--- config.mk ---
export PLATFORM = sky130hd
export DESIGN_NAME = branch_resolve_flat
export DESIGN_NICKNAME = d
export VERILOG_FILES = /design/src/rtl/branch_resolve_pkg.sv /design/src/rtl/branch_resolve_if.sv /design/src/rtl/branch_cond.sv /design/src/rtl/branch_resolve.sv /design/src/flat_wrapper.sv
export SDC_FILE = /design/constraint.sdc
export NUM_CORES = 1
export LEC_CHECK = 0
export CORE_AREA = 2 2 112 114
export DETAILED_ROUTE_END_ITERATION = 8
export DIE_AREA = 0 0 114 116
export PLACE_DENSITY_LB_ADDON = 0.15
export SETUP_SLACK_MARGIN = 0.3
export SYNTH_ARGS = -nofsm -noshare
export SYNTH_HDL_FRONTEND = slang
export SYNTH_SLANG_ARGS = --single-unit
--- constraint.sdc ---
create_clock -name clk -period 1.65 [get_ports clk]
set_input_delay 0.165 -clock clk [delete_from_list [all_inputs] [get_ports clk]]
set_output_delay 0.165 -clock clk [all_outputs]
set_load 0.01 [all_outputs]
--- src/rtl/branch_resolve_pkg.sv ---
// Shared branch-unit definitions: funct3 condition encodings and the sequential PC step.
package branch_resolve_pkg;

  typedef enum logic [2:0] {
    BR_BEQ  = 3'b000,
    BR_BNE  = 3'b001,
    BR_BLT  = 3'b100,
    BR_BGE  = 3'b101,
    BR_BLTU = 3'b110,
    BR_BGEU = 3'b111
  } br_type_e;

  localparam int PC_STEP = 4;

endpackage

--- src/rtl/branch_resolve_if.sv ---
// Request/result bundle for branch_resolve; statistics signals exist only with BRANCH_STATS_EN.
// Handshake: a beat moves on a rising edge where valid && ready; the producer holds its data while valid && !ready.
interface branch_resolve_if #(
  parameter int XLEN  = 32,
  parameter int CNT_W = 32
);

  logic            in_valid;
  logic            in_ready;
  logic            is_branch;
  logic [2:0]      br_type;
  logic [XLEN-1:0] rs1;
  logic [XLEN-1:0] rs2;
  logic [XLEN-1:0] pc;
  logic [XLEN-1:0] imm;
  logic            pred_taken;
  logic            flush;
  logic            out_valid;
  logic            out_ready;
  logic            taken;
  logic            mispredict;
  logic [XLEN-1:0] redirect_pc;
`ifdef BRANCH_STATS_EN
  logic             stats_clr;
  logic [CNT_W-1:0] br_cnt;
  logic [CNT_W-1:0] mis_cnt;

  modport master (
    output in_valid, is_branch, br_type, rs1, rs2, pc, imm, pred_taken, flush, out_ready, stats_clr,
    input  in_ready, out_valid, taken, mispredict, redirect_pc, br_cnt, mis_cnt
  );
  modport slave (
    input  in_valid, is_branch, br_type, rs1, rs2, pc, imm, pred_taken, flush, out_ready, stats_clr,
    output in_ready, out_valid, taken, mispredict, redirect_pc, br_cnt, mis_cnt
  );
`else
  modport master (
    output in_valid, is_branch, br_type, rs1, rs2, pc, imm, pred_taken, flush, out_ready,
    input  in_ready, out_valid, taken, mispredict, redirect_pc
  );
  modport slave (
    input  in_valid, is_branch, br_type, rs1, rs2, pc, imm, pred_taken, flush, out_ready,
    output in_ready, out_valid, taken, mispredict, redirect_pc
  );
`endif

endinterface

--- src/rtl/branch_cond.sv ---
// Combinational branch condition evaluator; reserved funct3 codes and non-branches never take.
module branch_cond
  import branch_resolve_pkg::*;
#(
  parameter int XLEN = 32
) (
  input  logic            is_branch,
  input  logic [2:0]      br_type,
  input  logic [XLEN-1:0] rs1,
  input  logic [XLEN-1:0] rs2,
  output logic            taken
);

  always_comb begin
    taken = 1'b0;
    if (is_branch) begin
      case (br_type)
        BR_BEQ:  taken = (rs1 == rs2);
        BR_BNE:  taken = (rs1 != rs2);
        BR_BLT:  taken = ($signed(rs1) <  $signed(rs2));
        BR_BGE:  taken = ($signed(rs1) >= $signed(rs2));
        BR_BLTU: taken = (rs1 <  rs2);
        BR_BGEU: taken = (rs1 >= rs2);
        default: taken = 1'b0;
      endcase
    end
  end

endmodule

--- src/rtl/branch_resolve.sv ---
// Branch resolution stage: evaluates the condition, registers taken/mispredict/redirect in one
// output slot. Optional transfer statistics under macro BRANCH_STATS_EN.
module branch_resolve
  import branch_resolve_pkg::*;
#(
  parameter int XLEN  = 32,
  parameter int CNT_W = 32
) (
  input logic             clk,
  input logic             rst,
  branch_resolve_if.slave bus
);

  logic            cond_taken;
  logic            accept;
  logic            xfer;
  logic            valid_r;
  logic            taken_r;
  logic            mis_r;
  logic [XLEN-1:0] redirect_r;
  logic [XLEN-1:0] target;

  branch_cond #(.XLEN(XLEN)) u_cond (
    .is_branch (bus.is_branch),
    .br_type   (bus.br_type),
    .rs1       (bus.rs1),
    .rs2       (bus.rs2),
    .taken     (cond_taken)
  );

  // Flush always frees the slot, so the stage stays ready while it is asserted.
  assign bus.in_ready = bus.flush || !valid_r || bus.out_ready;
  assign accept       = bus.in_valid && bus.in_ready && !bus.flush;
  assign xfer         = valid_r && bus.out_ready && !bus.flush;
  assign target       = cond_taken ? bus.pc + bus.imm : bus.pc + XLEN'(PC_STEP);

  always_ff @(posedge clk or posedge rst) begin
    if (rst) begin
      valid_r    <= 1'b0;
      taken_r    <= 1'b0;
      mis_r      <= 1'b0;
      redirect_r <= '0;
    end else begin
      if (bus.flush)   valid_r <= 1'b0;
      else if (accept) valid_r <= 1'b1;
      else if (xfer)   valid_r <= 1'b0;
      if (accept) begin
        taken_r    <= cond_taken;
        mis_r      <= (cond_taken != bus.pred_taken);
        redirect_r <= target;
      end
    end
  end

  assign bus.out_valid   = valid_r;
  assign bus.taken       = taken_r;
  assign bus.mispredict  = mis_r;
  assign bus.redirect_pc = redirect_r;

`ifdef BRANCH_STATS_EN
  localparam logic [CNT_W-1:0] CNT_MAX = {CNT_W{1'b1}};

  logic             held_branch;
  logic [CNT_W-1:0] br_cnt_r;
  logic [CNT_W-1:0] mis_cnt_r;

  // Counting happens on the outgoing transfer, so flushed results are never seen here.
  always_ff @(posedge clk or posedge rst) begin
    if (rst) begin
      held_branch <= 1'b0;
      br_cnt_r    <= '0;
      mis_cnt_r   <= '0;
    end else begin
      if (accept) held_branch <= bus.is_branch;
      if (bus.stats_clr) begin
        br_cnt_r  <= '0;
        mis_cnt_r <= '0;
      end else if (xfer) begin
        if (held_branch && br_cnt_r != CNT_MAX) br_cnt_r  <= br_cnt_r + 1'b1;
        if (mis_r && mis_cnt_r != CNT_MAX)      mis_cnt_r <= mis_cnt_r + 1'b1;
      end
    end
  end

  assign bus.br_cnt  = br_cnt_r;
  assign bus.mis_cnt = mis_cnt_r;
`endif

endmodule

--- src/flat_wrapper.sv ---
// flat-port wrapper written by rule: the top's interface ports become plain ports
module branch_resolve_flat import branch_resolve_pkg::*;
#(
  parameter int XLEN  = 32,
  parameter int CNT_W = 32
)
  (clk, rst, bus_in_valid, bus_is_branch, bus_br_type, bus_rs1, bus_rs2, bus_pc, bus_imm, bus_pred_taken, bus_flush, bus_out_ready, bus_in_ready, bus_out_valid, bus_taken, bus_mispredict, bus_redirect_pc);
  branch_resolve_if #(.XLEN(XLEN), .CNT_W(CNT_W)) bus_i ();
  input logic clk;
  input logic rst;
  input wire logic [$bits(bus_i.in_valid)-1:0] bus_in_valid;
  input wire logic [$bits(bus_i.is_branch)-1:0] bus_is_branch;
  input wire logic [$bits(bus_i.br_type)-1:0] bus_br_type;
  input wire logic [$bits(bus_i.rs1)-1:0] bus_rs1;
  input wire logic [$bits(bus_i.rs2)-1:0] bus_rs2;
  input wire logic [$bits(bus_i.pc)-1:0] bus_pc;
  input wire logic [$bits(bus_i.imm)-1:0] bus_imm;
  input wire logic [$bits(bus_i.pred_taken)-1:0] bus_pred_taken;
  input wire logic [$bits(bus_i.flush)-1:0] bus_flush;
  input wire logic [$bits(bus_i.out_ready)-1:0] bus_out_ready;
  output wire logic [$bits(bus_i.in_ready)-1:0] bus_in_ready;
  output wire logic [$bits(bus_i.out_valid)-1:0] bus_out_valid;
  output wire logic [$bits(bus_i.taken)-1:0] bus_taken;
  output wire logic [$bits(bus_i.mispredict)-1:0] bus_mispredict;
  output wire logic [$bits(bus_i.redirect_pc)-1:0] bus_redirect_pc;
  assign bus_i.in_valid = bus_in_valid;
  assign bus_i.is_branch = bus_is_branch;
  assign bus_i.br_type = bus_br_type;
  assign bus_i.rs1 = bus_rs1;
  assign bus_i.rs2 = bus_rs2;
  assign bus_i.pc = bus_pc;
  assign bus_i.imm = bus_imm;
  assign bus_i.pred_taken = bus_pred_taken;
  assign bus_i.flush = bus_flush;
  assign bus_i.out_ready = bus_out_ready;
  assign bus_in_ready = bus_i.in_ready;
  assign bus_out_valid = bus_i.out_valid;
  assign bus_taken = bus_i.taken;
  assign bus_mispredict = bus_i.mispredict;
  assign bus_redirect_pc = bus_i.redirect_pc;
  branch_resolve #(.XLEN(XLEN), .CNT_W(CNT_W)) u_core (.clk(clk), .rst(rst), .bus(bus_i));
endmodule
# == After elaboration in Yosys (flattened, before gate mapping) ==
# Index checks and enable logic that the tools add are counted.
# op_classes
n_addsub,2
n_lt_le_gt_ge,4
n_eq_ne,8
muxes,6
n_reduce_logical,10
# op_table
cell,n
32-bit greater-or-equal comparator,2
32-bit less-than comparator,2
32-bit by 3-bit adder with 32-bit output (second input constant),1
32-bit adder,1
32-bit equality test,1
32-bit 2-to-1 mux,1
32-bit != test,1
3-bit equality test (second input constant),4
1-bit one-hot mux with 6 select lines,1
1-bit logical AND,4
1-bit 2-to-1 mux,4
3-bit by 1-bit equality test with 1-bit output (second input constant),1
3-bit logical NOT,1
3-bit nonzero test,1
1-bit logical NOT,2
1-bit logical OR,2
1-bit != test,1
# totals
reg_bits,35
input_bits,138
out_inout_bits,36
wordCells,34

# == Depth between registers and ports, before layout ==
# Gate-level depths: netlist (run 1).
# depth
ltp_word,7
depth_mapped,13
ltp_nobuf,12

# == Hierarchy ==
# From an unflattened synthesis (run 1), not the netlist that was laid out.
# unflattened
cells_unflattened,623
hier_area_um2,4768.3
# modules_own_cells
mod,instances,cells_each,area_per_inst_um2,seq_area_each_um2
branch_resolve,1,498,3839.9,875.8
branch_cond,1,125,928.4,0.0

# == Least setup slack after synthesis (run 1) ==
# No wires, ideal clock.
# synth_timing
path_type,input port to flip-flop
start,input bus_rs2[19]
end,"register u_core.redirect_r[8], in the netlist u_core.bus.redirect_pc[8]"
setup_ns,0.125
arrival_ns,2.524
required_ns,1.525
path_slack_ns,-0.998
path_stages,12
n_path_buf,1
cell_sequence,inv_1 -> ha_1 -> a21oi_1 -> o21a_1 -> o211ai_1 -> a221o_1 -> or4_1 -> o221a_2 -> o221a_2 -> buf_6 -> mux2i_1 -> mux2_2
# synth_via
elab_chain_cells,4
word_cells_on_any_way,9
cone_classes,order compare (4); eq/ne (2); mux (3)
# synth_lines
item,line_no,rtl
start: declaration,flat_wrapper.sv:15,input wire logic [$bits(bus_i.rs2)-1:0] bus_rs2;
"32-bit greater-or-equal comparator, or another cell as far along",branch_cond.sv:23,BR_BGEU: taken = (rs1 >= rs2);
1-bit one-hot mux with 6 select lines (*),branch_cond.sv:17,case (br_type)
1-bit 2-to-1 mux (*),branch_cond.sv:16,if (is_branch) begin
32-bit 2-to-1 mux (*),branch_resolve.sv:35,assign target = cond_taken ? bus.pc + bus.imm : bus.pc + XLEN'(PC_STEP);
end signal: assignment,branch_resolve.sv:50,redirect_r <= target;
end: declaration,branch_resolve.sv:20,logic [XLEN-1:0] redirect_r;
# Every way passes the cells marked *; elsewhere a longest branch is shown, timed or not.
# A chain may end at the register's enable or synchronous reset.

# == Final worst setup path (run 1) ==
# layout_timing
start,input bus_rs1[11]
end,"register u_core.redirect_r[1], in the netlist u_core.bus.redirect_pc[1]"
# layout_via
elab_chain_cells,4
word_cells_on_any_way,9
cone_classes,order compare (4); eq/ne (2); mux (3)
# layout_lines
item,line_no,rtl
start: declaration,flat_wrapper.sv:14,input wire logic [$bits(bus_i.rs1)-1:0] bus_rs1;
"32-bit greater-or-equal comparator, or another cell as far along",branch_cond.sv:23,
1-bit one-hot mux with 6 select lines (*),branch_cond.sv:17,
1-bit 2-to-1 mux (*),branch_cond.sv:16,
32-bit 2-to-1 mux (*),branch_resolve.sv:35,
# Marked as above.

==> results of run 1 <==
[stage by stage]
stage	power (mW)	instances	worst slack [ns]	hold slack [ns]
after floorplan	2.306	596	-0.9188	0.3092
after global placement	3.660	1057	-1.607	0.4632
after detailed placement	3.719	1057	-1.666	0.4713
after CTS	4.746	1094	-0.9363	0.3150
after global routing	5.223	1105	-1.062	0.2976
final	4.914	1105	-0.9649	0.2759
[final timing paths]
| path | from | end | slack (ns) |
|---|---|---|---|
| setup reg to reg | u_core.bus.out_valid | u_core.bus.redirect_pc[31] | 0.28 |
| max in group asynchronous | rst | u_core.bus.redirect_pc[28] | 1.02 |
| min in group asynchronous | rst | u_core.bus.redirect_pc[2] | 0.31 |
| hold / removal | bus_pc[0] | u_core.bus.redirect_pc[0] | 0.28 |
| hold reg to reg | u_core.bus.redirect_pc[13] | u_core.bus.redirect_pc[13] | 0.47 |
| setup / recovery | bus_rs1[11] | u_core.bus.redirect_pc[1] | -0.96 |
[critical path, stage by stage]
cell and delay (ns):
buf_2 0.12, ha_4 0.24, a21oi_1 0.24, a21oi_2 0.08
or4b_4 0.58, buf_6 0.15, a21oi_4 0.17, a2bb2oi_4 0.09
o221ai_4 0.41, buf_4 0.19, mux2i_1 0.06, mux2_2 0.26
[sequential cells by signal, summed over array words and instances (netlist names)]
signal and flops:
u_core.bus.mispredict 1, u_core.bus.out_valid 1, u_core.bus.redirect_pc 32, u_core.bus.taken 1
[cells in the mapped netlist, drive strengths merged, types with 19 or more instances]
cell	number
xor2	26
nand3	23
ha	64
nor2	37
dfrtp	35
a21oi	39
o21ai	41
nand4	19
xnor2	26
a21o	23
nand2	65
inv	46
[what timing repair did]
action | CTS | global route
resized for setup | 376 | 77
pin swaps | 113 | 53
buffers inserted | 28 | 11
setup endpoints to repair | 63 | 40
gates cloned | 1 | 0
[power by group through the flow]
stage / logic [mW] / registers, mW / clock network, mW
global route: 3.11 / 1.15 / 0.960
finish: 2.87 / 1.13 / 0.904
global placement: 2.52 / 1.14 / 0
CTS: 2.69 / 1.14 / 0.917
detailed placement: 2.57 / 1.15 / 0
floorplan: 1.11 / 1.20 / 0
[per-layer routing]
metal  share of wire [%]  up-vias
li1                    -     2900
met1                  42     2800
met2                  49      228
met3                 5.8       37
met4                 2.7        0
met5                   0        -
[final cells by class]
class | instances | area, µm² | share of cell area [%]
Clock inverter | 3 | 15.01 | 0.1663
Tap cell | 147 | 183.9 | 2.037
Sequential cell | 35 | 875.8 | 9.698
Multi-Input combinational cell | 499 | 4558 | 50.47
Inverter | 46 | 192.7 | 2.134
Timing Repair Buffer | 370 | 3080 | 34.11
Clock buffer | 5 | 125.1 | 1.385
[kinds of logic (layout without fill, tap and decap cells)]
group / after synthesis / after routing / synth area share [%]
adder cells (fa/ha/maj): 65 / 65 / 17.52
XOR/XNOR: 52 / 52 / 9.722
AND/OR/NAND/NOR: 193 / 193 / 19.95
AO/OA/AOI/OAI: 165 / 166 / 23.34
multiplexers: 23 / 23 / 5.128
flip-flops: 35 / 35 / 18.70
buffers and inverters: 63 / 424 / 5.636
==> out/metrics.cfg, run 1 <==
[die]
start_util_pct = 39.33
chipHeight_um = 116
io_pins = 174
die_area_mm2 = 0.01322
coreArea_mm2 = 0.01191
rows = 40
chipWidth_um = 114

[clock_network]
cts_buffers = 5
clockRootBuffer = clkbuf_16
clk_pin_slew_ns = 0.05
clk-insertion-delay-late_ns = 0.28
cts.sinks = 35
ctsLongestPathBuffers = 2
cts_max_level = 2
tritoncts = built
cts_hold_buf = 0

[synthesis]
yosys_most_used_dff = dfrtp_1
ys_warn_count = 0
syn_area_mm2 = 0.004684
synth-edff-count = 0
postSynthAreaPerCell_um2 = 7.860
ys_async_sr_fraction_pct = 100.0
synth-seq-area-share_pct = 18.70
synthTopCellsByArea = dfrtp_1 19%, ha_1 17%, nand2_1 5.2%, xnor2_1 4.9%, xor2_1 4.9%
netlist-cell-type-count = 57
synth.top_cell.area_share_pct = 18.70
synth-seq-cells = 35
syn_inst = 596
yosys.area.top_type = dfrtp_1
syn_nets = 799

[place]
gp_congestion = 0.8735
place_area_mm2 = 0.008014
numPortBuffers = 173
hpwl_mm = 13.47

[worst_setup_path]
endpoint_kind = flop
cp.required_ns = 1.81
reg2reg_depth = 6
crit_path_start_kind = input port
cp.arrival_ns = 2.77
critical_path_class = input port to flop
crit_path_max_fanout = 8

[global_route]
grt_pass1_vias = 6052
grt_first_pass_wirelength_mm = 28.46
busiest_layer = met2
grt_max_degree = 36
grtUsageMet1_pct = 32.42
overflow = 0
met2_usage_pct = 48.77
grt_use_total_pct = 26.53
use_met3_pct = 2.720
antenna_found_initial = 0

[sta]
timing.fmax_mhz = 382.4
fin_crit_sh_pct = 158.5
max_slew_margin_pct = 65.00
tns_ns = -30.04
setup_slack_ns = -0.9649
period_needed_ns = 2.615
worst_slew_pin_slew_ns = 0.5239
hold_viol_final = 0
finalSetupViolations = 34
finalClockSkew_ns = 0.005857
maxSlewViolCount = 0
rsz0062_at_grt = true

[cells_and_area]
diodes = 0
final_cell_mix = 173 x buf_4, 67 x dlygate4sd2_1, 59 x nand2_1, 42 x ha_4
final_common_cell = buf_4
fin_util_pct = 75.82
fin_area_mm2 = 0.009031
nets = 1160
fillers = 876
drive_gt1_share_pct = 43.22
areaGrowthSynthToFinish_pct = 92.79

[routing]
viasPerCell = 5.398
post-route-drc-count = 0
wl_per_cell_um = 16.49
num_vias = 5965
ant_nets = 0
wirelength_mm = 18.22
drtIter0Drc = 375
dr.pass1.iters = 6

[power_and_ir_drop]
p_seq_share_pct = 23.1
pwr-share-clk_pct = 18.4
internal_power_mw = 3.117
p_per_area_mw_per_mm2 = 544.1
p_comb_share_pct = 58.5
max-vdd-ir-drop_uv = 408.1
switchingPower_mw = 1.797
leakagePower_nw = 4.303
sw_frac_of_total_pct = 36.57

[status]
status = finished with violations
failed_checks = setup timing

[job]
max_cap_violations = 0

[hold_path]
hold_depth = 4
hp-class = input port to flop

Note: power is estimated with default switching activity, not from simulation.
==> run 2: changes to the inputs <==
--- a/config.mk
+++ b/config.mk
@@ -5,11 +5,14 @@
 export SDC_FILE = /design/constraint.sdc
 export NUM_CORES = 1
 export LEC_CHECK = 0
-export CORE_AREA = 2 2 112 114
+export ABC_CLOCK_PERIOD_IN_PS = 1650
+export CORE_AREA = 2 2 113 115
 export DETAILED_ROUTE_END_ITERATION = 8
-export DIE_AREA = 0 0 114 116
+export DIE_AREA = 0 0 115 117
+export DONT_BUFFER_PORTS = 1
 export PLACE_DENSITY_LB_ADDON = 0.15
 export SETUP_SLACK_MARGIN = 0.3
 export SYNTH_ARGS = -nofsm -noshare
 export SYNTH_HDL_FRONTEND = slang
+export SYNTH_HIERARCHICAL = 1
 export SYNTH_SLANG_ARGS = --single-unit
==> run 2 against run 1 <==
  * The run still ends with setup timing left
  * Cell count shrank 19%
  * Clock power grew 2.4%
  * Setup slack gained 0.40 ns
  * Sequential power grew 13%
  * Hold slack lost 0.21 ns
  * Largest cell class unchanged
  * Largest power group unchanged
  * Highest routed layer unchanged
==> out/metrics.cfg, run 2 <==
[status]
status = finished with violations
failed_checks = setup timing

[global_route]
grt_max_degree = 36  ; unchanged
grt_use_total_pct = 23.05  ; -3.5 points
grt_first_pass_wirelength_mm = 24.26  ; -15%
antenna_found_initial = 0  ; unchanged
overflow = 0  ; unchanged
grt_pass1_vias = 4818  ; -20%

[routing]
viasPerCell = 5.691  ; +5.4%
drtIter0Drc = 194  ; -48%
dr.pass1.iters = 5  ; -1
wl_per_cell_um = 18.45  ; +12%
wirelength_mm = 16.48  ; -9.6%
num_vias = 5082  ; -15%
ant_nets = 0  ; unchanged
post-route-drc-count = 0  ; unchanged

[synthesis]
syn_nets = 826  ; +3.4%
synth.top_cell.area_share_pct = 18.37  ; -0.33 points
ys_warn_count = 6  ; +6
netlist-cell-type-count = 65  ; +14%
postSynthAreaPerCell_um2 = 7.654  ; -2.6%
synth-seq-cells = 35  ; unchanged
yosys_most_used_dff = dfrtp_1
synth_most_common_cell = nand2_1
ys_async_sr_fraction_pct = 100.0  ; unchanged
synth-edff-count = 0  ; unchanged
synth-seq-area-share_pct = 18.37  ; -0.33 points
synthTopCellsByArea = dfrtp_1 18%, ha_1 17%, a21oi_1 6.5%, nand2_1 5.1%, xnor2_1 4.8%
synthTopCellsByCount = 65 x nand2_1, 64 x ha_1, 62 x a21oi_1
yosys.area.top_type = dfrtp_1
syn_inst = 623  ; +4.5%
syn_area_mm2 = 0.004768  ; +1.8%

[cells_and_area]
final_common_cell = buf_4
nets = 946  ; -18%
fin_util_pct = 53.85  ; -22 points
drive_gt1_share_pct = 30.69  ; -13 points
final_cell_mix = 126 x buf_4, 62 x nand2_1, 58 x a21oi_1, 46 x ha_1, 40 x nor2_1
areaGrowthSynthToFinish_pct = 39.04
diodes = 0  ; unchanged
largest_reg_flops = 32  ; unchanged
fillers = 1152  ; +32%

[power_and_ir_drop]
leakagePower_nw = 2.903  ; -33%
max-vdd-ir-drop_uv = 407.2  ; -0.24%
power_mw = 4.184  ; -15%
p_per_area_mw_per_mm2 = 631.0  ; +16%

[die]
rows = 41  ; +2.5%
coreArea_mm2 = 0.01231  ; +3.4%
start_util_pct = 38.73  ; -0.60 points
chipHeight_um = 117  ; +0.86%
die_area_mm2 = 0.01346  ; +1.7%
chipWidth_um = 115  ; +0.88%
io_pins = 174  ; unchanged

[sta]
hold_viol_final = 0  ; unchanged
max_slew_margin_pct = 65.80  ; +0.80 points
finalSetupViolations = 34  ; unchanged
rsz0062_at_grt = true
setup_slack_ns = -0.5626  ; +0.4023 ns
fin_crit_sh_pct = 134.1  ; -24 points
maxSlewViolCount = 0  ; unchanged
worst_slew_pin_slew_ns = 0.5120  ; -0.01195 ns
period_needed_ns = 2.213  ; -0.4023 ns
finalClockSkew_ns = 0.003858  ; -0.001999 ns
timing.fmax_mhz = 452.0  ; +18%
tns_ns = -14.41  ; +15.63 ns

[clock_network]
cts_max_level = 2  ; unchanged
clk_pin_slew_ns = 0.05  ; about the same
clk-insertion-delay-late_ns = 0.28  ; about the same
cts_buffers = 5  ; unchanged
clockRootBuffer = clkbuf_16
cts.sinks = 35  ; unchanged
tritoncts = built
ctsLongestPathBuffers = 2  ; unchanged

[worst_setup_path]
critical_path_class = input port to flop
endpoint_kind = flop
reg2reg_to = u_core/bus.redirect_pc[17]
crit_path_max_fanout = 6  ; -2
cp-startpoint = bus_rs2[1]
reg2reg_from = u_core/bus.out_valid
cp.arrival_ns = 2.41  ; -0.36 ns
cp.required_ns = 1.85  ; +0.04 ns
crit_path_start_kind = input port
r2r_slack_ns = 0  ; -0.28 ns
reg2reg_depth = 5  ; -1

[job]
max_cap_violations = 0  ; unchanged

[place]
gp_congestion = 0.9482  ; +8.6%
numPortBuffers = 0  ; -100%
hpwl_mm = 13.86  ; +2.9%
place_worst_setup_slack_ns = -0.9860  ; +0.6797 ns

[hold_path]
hold_depth = 2  ; -2
hp-class = input port to flop
hp-start = bus_in_valid
whs_endpoint = u_core/bus.out_valid

[run 2: metal layers]
metal  wire length (µm)  part of all wire (%)  track usage [%]
met3               1234                   7.5            4.583
met2               7846                    48            39.96
met4                311                   1.9            5.462
met1               7088                    43            29.68
met5                  0                     0                0
[run 2: kinds of logic after synthesis]
family	Yosys count	synth area share, %
and+or+nand+nor	208	21.94
AOI/OAI and AO/OA	191	25.77
adders and majority gates	65	17.21
buffers and inverters	62	5.038
xor gates and xnor gates	52	9.551
DFF	35	18.37
muxes	10	2.125
[run 2: critical path: stages]
cell and delay, ns:
inv_2 0.02, ha_4 0.22, nor2b_1 0.12, o211ai_1 0.21, a21oi_2 0.12, o311ai_4 0.30
o2111ai_2 0.20, mux2i_4 0.24, buf_12 0.15, buf_4 0.14, nand2_4 0.07, nor4_2 0.04
a31oi_1 0.14, o221ai_1 0.12, a21oi_1 0.14
[run 2: worst max path at each step]
stage,depth (start not counted),slack (ns),to
floorplan,15,-0.65,u_core/bus.redirect_pc[25]
detailed placement,13,-0.99,u_core/bus.redirect_pc[25]
finish,15,-0.56,u_core/bus.redirect_pc[25]
global route,15,-0.65,u_core/bus.redirect_pc[25]
global placement,12,-0.90,u_core/bus.redirect_pc[20]
CTS,12,-0.53,u_core/bus.redirect_pc[22]
[run 2: final cells by class]
type / count / area [µm²] / share of cell area (%)
flip-flops and latches: 35 / 875.8 / 13.21
multi-input cells: 527 / 4155 / 62.67
clock buffers: 6 / 138.9 / 2.095
inverters: 41 / 226.5 / 3.416
well taps: 150 / 187.7 / 2.831
clock inverters: 1 / 5.005 / 0.07549
repair buffers: 133 / 1041 / 15.70
[run 2: what timing repair did]
action | 4_1_cts | 5_1_grt
resized for setup | 62 | 46
hold endpoints to repair | 35 | 0
gates cloned | 1 | 0
buffers inserted | 4 | 4
endpoints found under the setup margin | 34 | 34
hold buffers | 1 | 0
pin swaps | 40 | 28
[run 2: per-stage QoR]
step                      instances  hold slack, ns  cell area (µm²)
after global placement          876          0.1909             5936
after floorplan                 623          0.3092             4897
after CTS                       889         0.06136             6395
final                           893         0.06801             6630
after global routing            893         0.07836             6630
after detailed placement        876          0.1966             5936
[run 2: where the power goes]
group,internal (mW),switching (mW)
registers,1.03,0.247
logic,0.977,1.00
clock network,0.589,0.337
==> run 3: changes to the inputs <==
--- a/config.mk
+++ b/config.mk
@@ -16,3 +16,4 @@
 export SYNTH_HDL_FRONTEND = slang
 export SYNTH_HIERARCHICAL = 1
 export SYNTH_SLANG_ARGS = --single-unit
+export TNS_END_PERCENT = 1
==> run 3 against run 2 <==
  * The run still ends with setup timing left
  * Routed wire length is essentially flat
  * Global-route usage grew 0.77 points
  * Critical path depth shrank 2
  * Die area is the same
  * Maximum frequency shrank 3.3%
  * Power shrank 3.1%
  * Cell area shrank 2.4%
  * Sequential share of layout area grew 0.33 points
  * Combinational power shrank 6%
  * Setup slack lost 0.076 ns
  * Sequential power is essentially flat
  * Cell count grew 0.56%
  * Largest power group unchanged
==> out/metrics.cfg, run 3 (synthesis results as in run 2) <==
[hold_path]
hold_depth = 2  ; unchanged
hp-class = input port to flop
whs_endpoint = u_core/bus.out_valid
hp-start = bus_in_valid

[die]
io_pins = 174  ; unchanged
coreArea_mm2 = 0.01231  ; unchanged
die_area_mm2 = 0.01346  ; unchanged
chipHeight_um = 117  ; unchanged
rows = 41  ; unchanged
start_util_pct = 38.73  ; unchanged
chipWidth_um = 115  ; unchanged

[routing]
ant_nets = 0  ; unchanged
drtIter0Drc = 243  ; +25%
dr.pass1.iters = 5  ; unchanged
post-route-drc-count = 0  ; unchanged
num_vias = 5143  ; +1.2%
wirelength_mm = 16.47  ; about the same
viasPerCell = 5.727  ; +0.64%
wl_per_cell_um = 18.34  ; -0.61%

[cells_and_area]
fin_area_mm2 = 0.006470  ; -2.4%
final_common_cell = buf_4
fin_util_pct = 52.55  ; -1.3 points
nets = 950  ; +0.42%
areaGrowthSynthToFinish_pct = 35.69
final_cell_mix = 131 x buf_4, 63 x nand2_1, 61 x a21oi_1, 49 x ha_1, 43 x nor2_1
fillers = 1173  ; +1.8%
diodes = 0  ; unchanged
largest_reg_flops = 32  ; unchanged
stdcell_count = 898  ; +0.56%
drive_gt1_share_pct = 27.41  ; -3.3 points

[sta]
finalClockSkew_ns = 0.009713  ; +0.005854 ns
setup_slack_ns = -0.6391  ; -0.07647 ns
period_needed_ns = 2.289  ; +0.07647 ns
max_slew_margin_pct = 59.45  ; -6.4 points
worst_slew_pin_slew_ns = 0.6020  ; +0.08998 ns
maxSlewViolCount = 0  ; unchanged
fin_crit_sh_pct = 138.7  ; +4.6 points
finalSetupViolations = 34  ; unchanged
hold_viol_final = 0  ; unchanged
timing.fmax_mhz = 436.9  ; -3.3%
rsz0062_at_grt = true

[worst_setup_path]
crit_path_max_fanout = 5  ; -1
critical_path_class = input port to flop
crit_path_start_kind = input port
cp.required_ns = 1.87  ; +0.02 ns
reg2reg_from = u_core/bus.out_valid
endpoint_kind = flop
r2r_slack_ns = 0.17  ; +0.17 ns
reg2reg_depth = 8  ; +3
reg2reg_to = u_core/bus.redirect_pc[25]
cp.arrival_ns = 2.51  ; +0.10 ns

[clock_network]
ctsLongestPathBuffers = 2  ; unchanged
clk_pin_slew_ns = 0.06  ; about the same
cts_buffers = 5  ; unchanged
tritoncts = built
cts_max_level = 2  ; unchanged
cts.sinks = 35  ; unchanged
clk-insertion-delay-late_ns = 0.28  ; about the same
clockRootBuffer = clkbuf_16

[place]
gp_congestion = 0.9004  ; -5.0%
place_area_mm2 = 0.005996  ; +1.0%
hpwl_mm = 14.00  ; +1.0%
dp_cells = 885  ; +1.0%
numPortBuffers = 0  ; unchanged

[global_route]
grt_first_pass_wirelength_mm = 25.14  ; +3.6%
antenna_found_initial = 0  ; unchanged
grt_max_degree = 36  ; unchanged
grt_pass1_vias = 5036  ; +4.5%
overflow = 0  ; unchanged
grt_use_total_pct = 23.82  ; +0.77 points

[power_and_ir_drop]
max-vdd-ir-drop_uv = 329.8  ; -19%
power_mw = 4.053  ; -3.1%
p_per_area_mw_per_mm2 = 626.4  ; -0.73%
leakagePower_nw = 2.891  ; -0.40%

[status]
failed_checks = setup timing
status = finished with violations

[job]
max_cap_violations = 0  ; unchanged

-- run 3: cell count changes in the layout (fill, tap and decap cells not counted), sizes merged --
cell    change
buf         +4
clkbuf      +1
-- run 3: per-stage QoR --
stage	hold slack [ns]	setup WS, ns	setup TNS [ns]
4_1_cts	0.06841	-0.5900	-14.93
5_1_grt	0.08844	-0.7409	-19.60
2_1_floorplan	0.3092	-0.6516	-18.36
6_report	0.08186	-0.6391	-15.86
3_3_place_gp	0.1979	-0.9200	-27.69
3_5_place_dp	0.2090	-1.022	-30.17
-- run 3: repair_timing --
action,in CTS,in global routing
pin swaps,24,1
setup endpoints to repair,34,34
gates resized for setup,52,9
gates cloned,1,0
hold buffers,1,0
hold endpoints to repair,35,0
buffers inserted,3,0
-- run 3: critical path: stages --
cell       delay [ns]
inv_2            0.03
ha_4             0.27
nand4_4          0.12
nor4_4           0.37
buf_4            0.18
o311ai_4         0.09
o2111ai_2        0.14
mux2i_4          0.29
buf_12           0.15
inv_8            0.04
or3_1            0.37
mux2i_1          0.17
a221o_1          0.13
-- run 3: layer usage --
layer	global-route usage [%]	wire, µm
met1	28.93	6825
met2	43.92	8304
met3	3.965	1096
met4	5.863	245
met5	0	0
-- run 3: layout make-up --
type	instances	area (µm²)	area share, %
clock buffer	7	132.6	2.050
timing repair buffer	137	1067	16.50
tap	150	187.7	2.901
sequential	35	875.8	13.54
clock inverter	1	5.005	0.07735
inverter	41	211.5	3.268
multi-input combinational	527	3990	61.67
-- run 3: how the worst max path moves through the flow --
stage	from	to	cells after the start
after CTS	bus_rs2[19]	u_core/bus.redirect_pc[20]	13
after detailed placement	bus_rs2[1]	u_core/bus.redirect_pc[20]	12
after global routing	bus_rs2[17]	u_core/bus.redirect_pc[20]	13
after floorplan	bus_rs2[22]	u_core/bus.redirect_pc[25]	15
after global placement	bus_rs2[22]	u_core/bus.redirect_pc[30]	12
final	bus_rs2[27]	u_core/bus.redirect_pc[20]	13
-- run 3: report_power, final --
| group | switching (mW) | internal [mW] | total [mW] |
|---|---|---|---|
| combinational | 0.933 | 0.938 | 1.87 |
| clock | 0.342 | 0.558 | 0.900 |
| sequential | 0.253 | 1.03 | 1.28 |
